<file path="src/rtl/contador_secuenciador.sv">
// Job sequencer for the 16-bit mode counter: load, count until N RCO wraps or abort, then report.
// Latency: accept at edge N, counter loads at N+1, first count at N+2; done one cycle after final RCO/abort.
// Backpressure: cmd_ready only in IDLE; commands presented outside IDLE are dropped, not queued.
module contador_secuenciador #(
    parameter int WIDTH  = 16,
    parameter int WRAP_W = 8
) (
    input  logic              clk,
    input  logic              reset_L,
    input  logic              cmd_valid,
    output logic              cmd_ready,
    input  logic [1:0]        cmd_modo,
    input  logic [WIDTH-1:0]  cmd_load,
    input  logic [WRAP_W-1:0] cmd_wraps,
    input  logic              abort,
    output logic              enb,
    output logic [1:0]        modo,
    output logic [WIDTH-1:0]  D,
    input  logic [WIDTH-1:0]  Q,
    input  logic              RCO,
    output logic              busy,
    output logic              done,
    output logic              aborted,
    output logic [WRAP_W-1:0] wrap_cnt,
    output logic [WIDTH-1:0]  q_final
);

    typedef enum logic [1:0] {IDLE, LOAD, COUNT, DONE} state_t;

    state_t             state, state_nxt;
    logic [1:0]         job_modo;
    logic [WRAP_W-1:0]  job_wraps;
    logic [WRAP_W-1:0]  wrap_inc;

    logic               enb_nxt, busy_nxt, done_nxt, ready_nxt;
    logic [1:0]         modo_nxt;
    logic [WIDTH-1:0]   d_nxt;

    assign wrap_inc = (wrap_cnt == '1) ? wrap_cnt : wrap_cnt + 1'b1;

    // Counter-facing outputs are computed from the next state so they leave flops.
    always_ff @(posedge clk or negedge reset_L) begin
        if (!reset_L) begin
            state     <= IDLE;
            enb       <= 1'b0;
            modo      <= 2'b00;
            D         <= '0;
            busy      <= 1'b0;
            done      <= 1'b0;
            cmd_ready <= 1'b1;
        end else begin
            state     <= state_nxt;
            enb       <= enb_nxt;
            modo      <= modo_nxt;
            D         <= d_nxt;
            busy      <= busy_nxt;
            done      <= done_nxt;
            cmd_ready <= ready_nxt;
        end
    end

    always_comb begin
        state_nxt = state;
        case (state)
            IDLE:    if (cmd_valid) state_nxt = LOAD;
            LOAD:    if (job_wraps == '0 || abort) state_nxt = DONE;
                     else state_nxt = COUNT;
            COUNT:   if (abort || (RCO && wrap_inc == job_wraps)) state_nxt = DONE;
            DONE:    state_nxt = IDLE;
            default: state_nxt = IDLE;
        endcase
    end

    // LOAD is only entered from IDLE, so the preload comes straight off the command bus.
    always_comb begin
        enb_nxt   = 1'b0;
        modo_nxt  = 2'b00;
        d_nxt     = '0;
        busy_nxt  = 1'b0;
        done_nxt  = 1'b0;
        ready_nxt = 1'b0;
        case (state_nxt)
            IDLE:  ready_nxt = 1'b1;
            LOAD: begin
                enb_nxt  = 1'b1;
                modo_nxt = 2'b11;
                d_nxt    = cmd_load;
                busy_nxt = 1'b1;
            end
            COUNT: begin
                enb_nxt  = 1'b1;
                modo_nxt = job_modo;
                busy_nxt = 1'b1;
            end
            DONE:    done_nxt = 1'b1;
            default: ready_nxt = 1'b0;
        endcase
    end

    always_ff @(posedge clk or negedge reset_L) begin
        if (!reset_L) begin
            job_modo  <= 2'b00;
            job_wraps <= '0;
            wrap_cnt  <= '0;
            aborted   <= 1'b0;
            q_final   <= '0;
        end else begin
            if (state == IDLE && cmd_valid) begin
                job_modo  <= (cmd_modo == 2'b11) ? 2'b00 : cmd_modo;
                job_wraps <= cmd_wraps;
                wrap_cnt  <= '0;
                aborted   <= 1'b0;
            end
            // A final RCO coinciding with abort still counts; abort decides the ending.
            if (state == COUNT && RCO)
                wrap_cnt <= wrap_inc;
            if ((state == LOAD || state == COUNT) && abort)
                aborted <= 1'b1;
            if (state == DONE)
                q_final <= Q;
        end
    end

endmodule

</file>
<file path="config.mk">
export PLATFORM = sky130hd
export DESIGN_NAME = contador_secuenciador
export DESIGN_NICKNAME = d
export VERILOG_FILES = /design/src/rtl/contador_secuenciador.sv
export SDC_FILE = /design/constraint.sdc
export NUM_CORES = 1
export LEC_CHECK = 0
export BUFFER_PORTS_ARGS = -buffer_cell sky130_fd_sc_hd__buf_4
export CORE_MARGIN = 8
export CORE_UTILIZATION = 25
export CTS_BUF_LIST = sky130_fd_sc_hd__clkbuf_8 sky130_fd_sc_hd__clkbuf_16
export DETAILED_ROUTE_END_ITERATION = 16
export GPL_ROUTABILITY_DRIVEN = 0
export PLACE_DENSITY = 0.48
export SYNTH_ARGS = -nofsm -noshare
export SYNTH_HDL_FRONTEND = slang
export SYNTH_SLANG_ARGS = --single-unit
</file>
<file path="constraint.sdc">
create_clock -name clk -period 6.8 [get_ports clk]
set_input_delay 0.34 -clock clk [delete_from_list [all_inputs] [get_ports clk]]
set_output_delay 0.34 -clock clk [all_outputs]
set_load 0.02 [all_outputs]
</file>
# After elaboration in Yosys (flattened, before gate mapping)
# Index checks and enable logic that the tools add are counted.
# Widths: inputs -> output; s select.
[classes]
addsub = 1
n_eq_ne = 9
reduce_logical = 13
muxes = 15
[op_table]
columns = ["op", "n"]
rows = [
  ["$mux 8", 3],
  ["$mux 16", 1],
  ["$eq 2x2->1 const B", 5],
  ["$add 8x1->8 const B", 1],
  ["$eq 8x8->1", 1],
  ["$eq 8x8->1 const B", 1],
  ["$logic_not 8->1", 1],
  ["$pmux 2 s4", 1],
  ["$mux 1", 6],
  ["$mux 2", 3],
  ["$eq 2x1->1 const B", 2],
  ["$logic_and 1x1->1", 4],
  ["$logic_not 2->1", 2],
  ["$pmux 2 s2", 1],
  ["$reduce_bool 2->1", 2],
  ["$logic_or 1x1->1", 3],
  ["$reduce_or 2->1", 1],
]
[totals]
reg_bits = 58
output_inout_bits = 47
elab_cells = 49
inputBits = 47

# Logic depth before layout (Yosys ltp)
[logic_depth]
depth_word = 10
mapped_depth = 9
ltp_nobuf = 7

# Least setup slack after synthesis
# Ideal clock, no wire load.
[synth_timing]
path_type = "flip-flop to flip-flop"
start = "register wrap_cnt[0]"
end = "register D[10]"
synth_period_minus_slack_ns = 2.634
required_time_ns = 6.736
stages_incl_launch_ff = 10
arrival_time_ns = 2.570
path_slack_ns = 4.166
path_buffers = 2
setup_time_ns = 0.064
path_cell_list = "dfrtp_1 ha_1 buf_2 nand3_1 nor2_1 o211ai_1 a2111o_1 o41ai_4 buf_6 and2_2"
[synth_between]
elab_chain_cells = 9
elab_cells_between_ends = 10
cone_classes = "add/sub: 1; eq/ne: 3; mux: 4; reduce/logical: 2"
[synth_lines]
columns = ["item", "line_no", "text"]
rows = [
  ["start, declared", "24", "output logic [WRAP_W-1:0] wrap_cnt,"],
  ["start signal, assigned", "116", "wrap_cnt <= wrap_inc;"],
  ["$add 8x1->8 / $eq 8x8->1 (equally long branches)", "39", "assign wrap_inc = (wrap_cnt == '1) ? wrap_cnt : wrap_cnt + 1'b1;"],
  ["$mux 8 *", "39", ""],
  ["$eq 8x8->1 *", "68", "COUNT: if (abort || (RCO && wrap_inc == job_wraps)) state_nxt = DONE;"],
  ["$logic_and 1x1->1 *", "68", ""],
  ["$logic_or 1x1->1 *", "68", ""],
  ["$mux 2 *", "68", ""],
  ["$pmux 2 s4 *", "64", "case (state)"],
  ["$eq 2x1->1 *", "82", "case (state_nxt)"],
  ["$mux 16 *", "82", ""],
  ["named net d_nxt[10]", "37", "logic [WIDTH-1:0] d_nxt;"],
  ["end signal, assigned", "55", "D <= d_nxt;"],
  ["end, declared", "18", "output logic [WIDTH-1:0] D,"],
]
# The timed path passes the listed nets; every way through them passes the cells marked *.
# A chain may end at the register's enable or synchronous reset.

# Worst setup path after layout
[layout_timing]
start = "register wrap_cnt[0]"
end = "register D[2]"
# Same word-level chain as after synthesis.

==> impl_metrics.env <==
export IMPL_rr_endpoint="D[2]"
export IMPL_via_per_inst=4.35
export IMPL_yosys_warnings=0
export IMPL_hold_viol=0
export IMPL_met3RoutedLength_um=519
export IMPL_grt_pass1_vias=2104
export IMPL_drt_iter0_drc=55
export IMPL_rsz0062_at_grt="false"
export IMPL_nets=361
export IMPL_status="finished clean"
export IMPL_crit_arrival_ns=3.31
export IMPL_clockPowerShare_pct=16.8
export IMPL_routed_wl_um=6740
export IMPL_dp_hpwl_um=5010
export IMPL_clock_latency_ns=0.33
export IMPL_drc=0
export IMPL_crit_path_start_kind="register"
export IMPL_synth_xor_area_share_pct=2.33
export IMPL_ir_worst_vdd_uv=196
export IMPL_multi_input_area_mm2=0.00108
export IMPL_min_path_type="in2async"
export IMPL_wl_per_cell_um=15.0
export IMPL_seqCellArea_mm2=0.00145
export IMPL_whs_ns=0.0691
export IMPL_p_sw_share_pct=39.3
export IMPL_portBuffers=93
export IMPL_drv_cap=0
export IMPL_h_tree_depth=3
export IMPL_synth_mux_area_share_pct=10.3
export IMPL_start_util_pct=25.6
export IMPL_drv_slew=0
export IMPL_hold_buffers=0
export IMPL_wl_met1_um=2980
export IMPL_async_reset_ff_share_pct=100
export IMPL_antennaDiodeCount=0
export IMPL_ctsResizeCount=0
export IMPL_fmax_ghz=0.328
export IMPL_post_cts_buffers=0
export IMPL_p_sw_w=0.000669
export IMPL_area_delta_synth_final_pct=37.3
export IMPL_power_frac_comb_pct=47.9
export IMPL_dieArea_mm2=0.0141
export IMPL_powerDensity_mw_per_mm2=472
export IMPL_rr_worst_depth=7
export IMPL_setup_viol=0
export IMPL_synthFlopType="dfrtp_1"
export IMPL_syn_nets=266
export IMPL_p_total_w=0.00170
export IMPL_routed_top_layer="met4"
export IMPL_p_seq_share_pct=35.4
export IMPL_finClkSkew_ns=0.0117
export IMPL_fill_cells=1077
export IMPL_synth_top_family_by_area="simple AND/OR/NAND/NOR gates"
export IMPL_synth_seq_area_share_pct=55.2
export IMPL_synthDistinctLibCells=49
export IMPL_dieWidth_um=119
export IMPL_critPathRequiredTime_ns=7.07
export IMPL_drtPass1Iterations=4
export IMPL_antenna_found_initial=0
export IMPL_internal_power_w=0.00103
export IMPL_tns_ns=0
export IMPL_grt_start_max_net_pins=59
export IMPL_tritoncts="yes"
export IMPL_tightest_slew_ns=0.813
export IMPL_die_h_um=119
export IMPL_groute_usage_overall_pct=9.91
export IMPL_synthAdderAreaFrac_pct=2.85
export IMPL_fin_util_pct=35.1
export IMPL_core_area_mm2=0.0103
export IMPL_vias=1952
export IMPL_worst_slack_ns=3.75
export IMPL_syn_area_mm2=0.00263
export IMPL_dr_wl_met2_um=3090
export IMPL_drive_above_1_share_pct=49.5
export IMPL_synth_simple_area_share_pct=13.2
export IMPL_numCtsBuffers=9
export IMPL_critical_path_class="reg2reg"
export IMPL_p_leak_nw=1.71
export IMPL_clk_pin_slew_worst_paths_ns=0.07
export IMPL_rr_startpoint="wrap_cnt[0]"
export IMPL_synth_edf_count=0
export IMPL_synth_area_top_cells="dfrtp_1 (54%), mux2_2 (10%), and2_2 (3.7%)"
export IMPL_pre_cts_slack_ns=3.73
export IMPL_yosysTopAreaCell="dfrtp_1"
export IMPL_worstSetupStartpoint="wrap_cnt[0]"
export IMPL_cts_sinks=58
export IMPL_synth_seq_cells=58
export IMPL_max_slew_margin_pct=45.6
export IMPL_crit_path_max_fanout=18
export IMPL_synth_top_cell_area_share_pct=54.2
export IMPL_critPathCaptureType="register"
export IMPL_netlist_instances=213
export IMPL_grt_pass1_wl_um=11100
export IMPL_overflow=0
export IMPL_num_rows=37
export IMPL_synth_area_per_cell_um2=12.4
export IMPL_synth_compound_area_share_pct=12.6
export IMPL_io_pins=94
export IMPL_root_buffer="clkbuf_8"
export IMPL_clk_path_buf_depth=2
export IMPL_drtAntennaViolNets=0
export IMPL_crit_path_end="D[2]"
export IMPL_period_minus_slack_ns=3.05
export IMPL_rrSetupSlack_ns=3.75
export IMPL_fin_crit_sh_pct=44.8
[stage by stage]
stage	cells	cell area, µm²
6_report	449	3610
5_1_grt	449	3610
4_1_cts	449	3610
3_5_place_dp	433	3430
3_3_place_gp	433	3430
2_1_floorplan	213	2630
[Yosys cell counts (all sizes together), types with 5 or more instances]
master	count
dfrtp	57
ha	6
and2	19
o21ai	5
mux2	24
nand2	10
a21oi	6
clkbuf	5
a31oi	6
nor2	9
xnor2	5
inv	7
[registers in the layout (all words and copies together) (netlist names)]
| signal | flops |
|---|---|
| D | 16 |
| aborted | 1 |
| busy | 1 |
| cmd_ready | 1 |
| done | 1 |
| job_modo | 2 |
| job_wraps | 8 |
| modo | 2 |
| q_final | 16 |
| state | 2 |
| wrap_cnt | 8 |
[power by group through the flow]
stage | logic (W) | registers [W] | clock network (W)
finish | 0.000815 | 0.000602 | 0.000286
CTS | 0.000834 | 0.000604 | 0.000303
floorplan | 0.000404 | 0.000734 | 0
global route | 0.000890 | 0.000625 | 0.000318
global placement | 0.000833 | 0.000607 | 0
detailed placement | 0.000832 | 0.000610 | 0
[how the worst min path moves through the flow]
stage / start / depth (start not counted) / end / slack [ns]
6_report: reset_L / 1 / job_wraps[1] / 0.07
5_1_grt: reset_L / 1 / wrap_cnt[7] / 0.12
4_1_cts: reset_L / 1 / job_wraps[3] / 0.1
3_5_place_dp: reset_L / 1 / job_wraps[3] / 0.47
3_3_place_gp: job_modo[1] / 2 / job_modo[1] / 0.46
2_1_floorplan: reset_L / 0 / D[0] / 0.04
[critical path, stage by stage (launching register included)]
cell and delay, ns:
dfrtp_1 0.46, ha_1 0.33, nand3_1 0.21, nor2_1 0.34, o211ai_1 0.12, a2111o_1 0.47
o41ai_4 0.79, and2_2 0.26
[placed cells by master (no fill, tap or decap), types with 3 or more instances in the layout]
master and n:
buf_4 93, dfrtp_1 57, mux2_2 24, and2_2 13, nand2_1 10, clkbuf_8 10
nor2_1 9, inv_1 7, and2_1 6, a31oi_1 6, a21oi_1 6, ha_1 6
xnor2_1 5, o21ai_0 5, o21a_1 4, nand3_1 3, o211ai_1 3, nor3_1 3
[area by class of cell]
type | instances | share of cell area, %
clock buffer | 10 | 3.81
clock inverter | 6 | 1.18
inverter | 7 | 0.727
multi-input combinational | 139 | 30.0
sequential | 58 | 40.2
tap | 136 | 4.71
timing repair buffer | 93 | 19.3
[cell families (layout without fill, tap and decap cells)]
logic type | Yosys count | after routing
and+or+nand+nor | 59 | 59
DFF | 58 | 58
AOI/OAI and AO/OA | 43 | 43
muxes | 24 | 24
buffers and inverters | 16 | 116
xor gates and xnor gates | 7 | 7
adders and majority gates | 6 | 6
[routing by layer]
layer	global-route usage, %	up-vias
li1	-	954
met1	12.0	919
met2	14.6	69
met3	4.24	10
met4	5.30	0
met5	0	-
No activity file was read; power rests on OpenSTA's default activity.
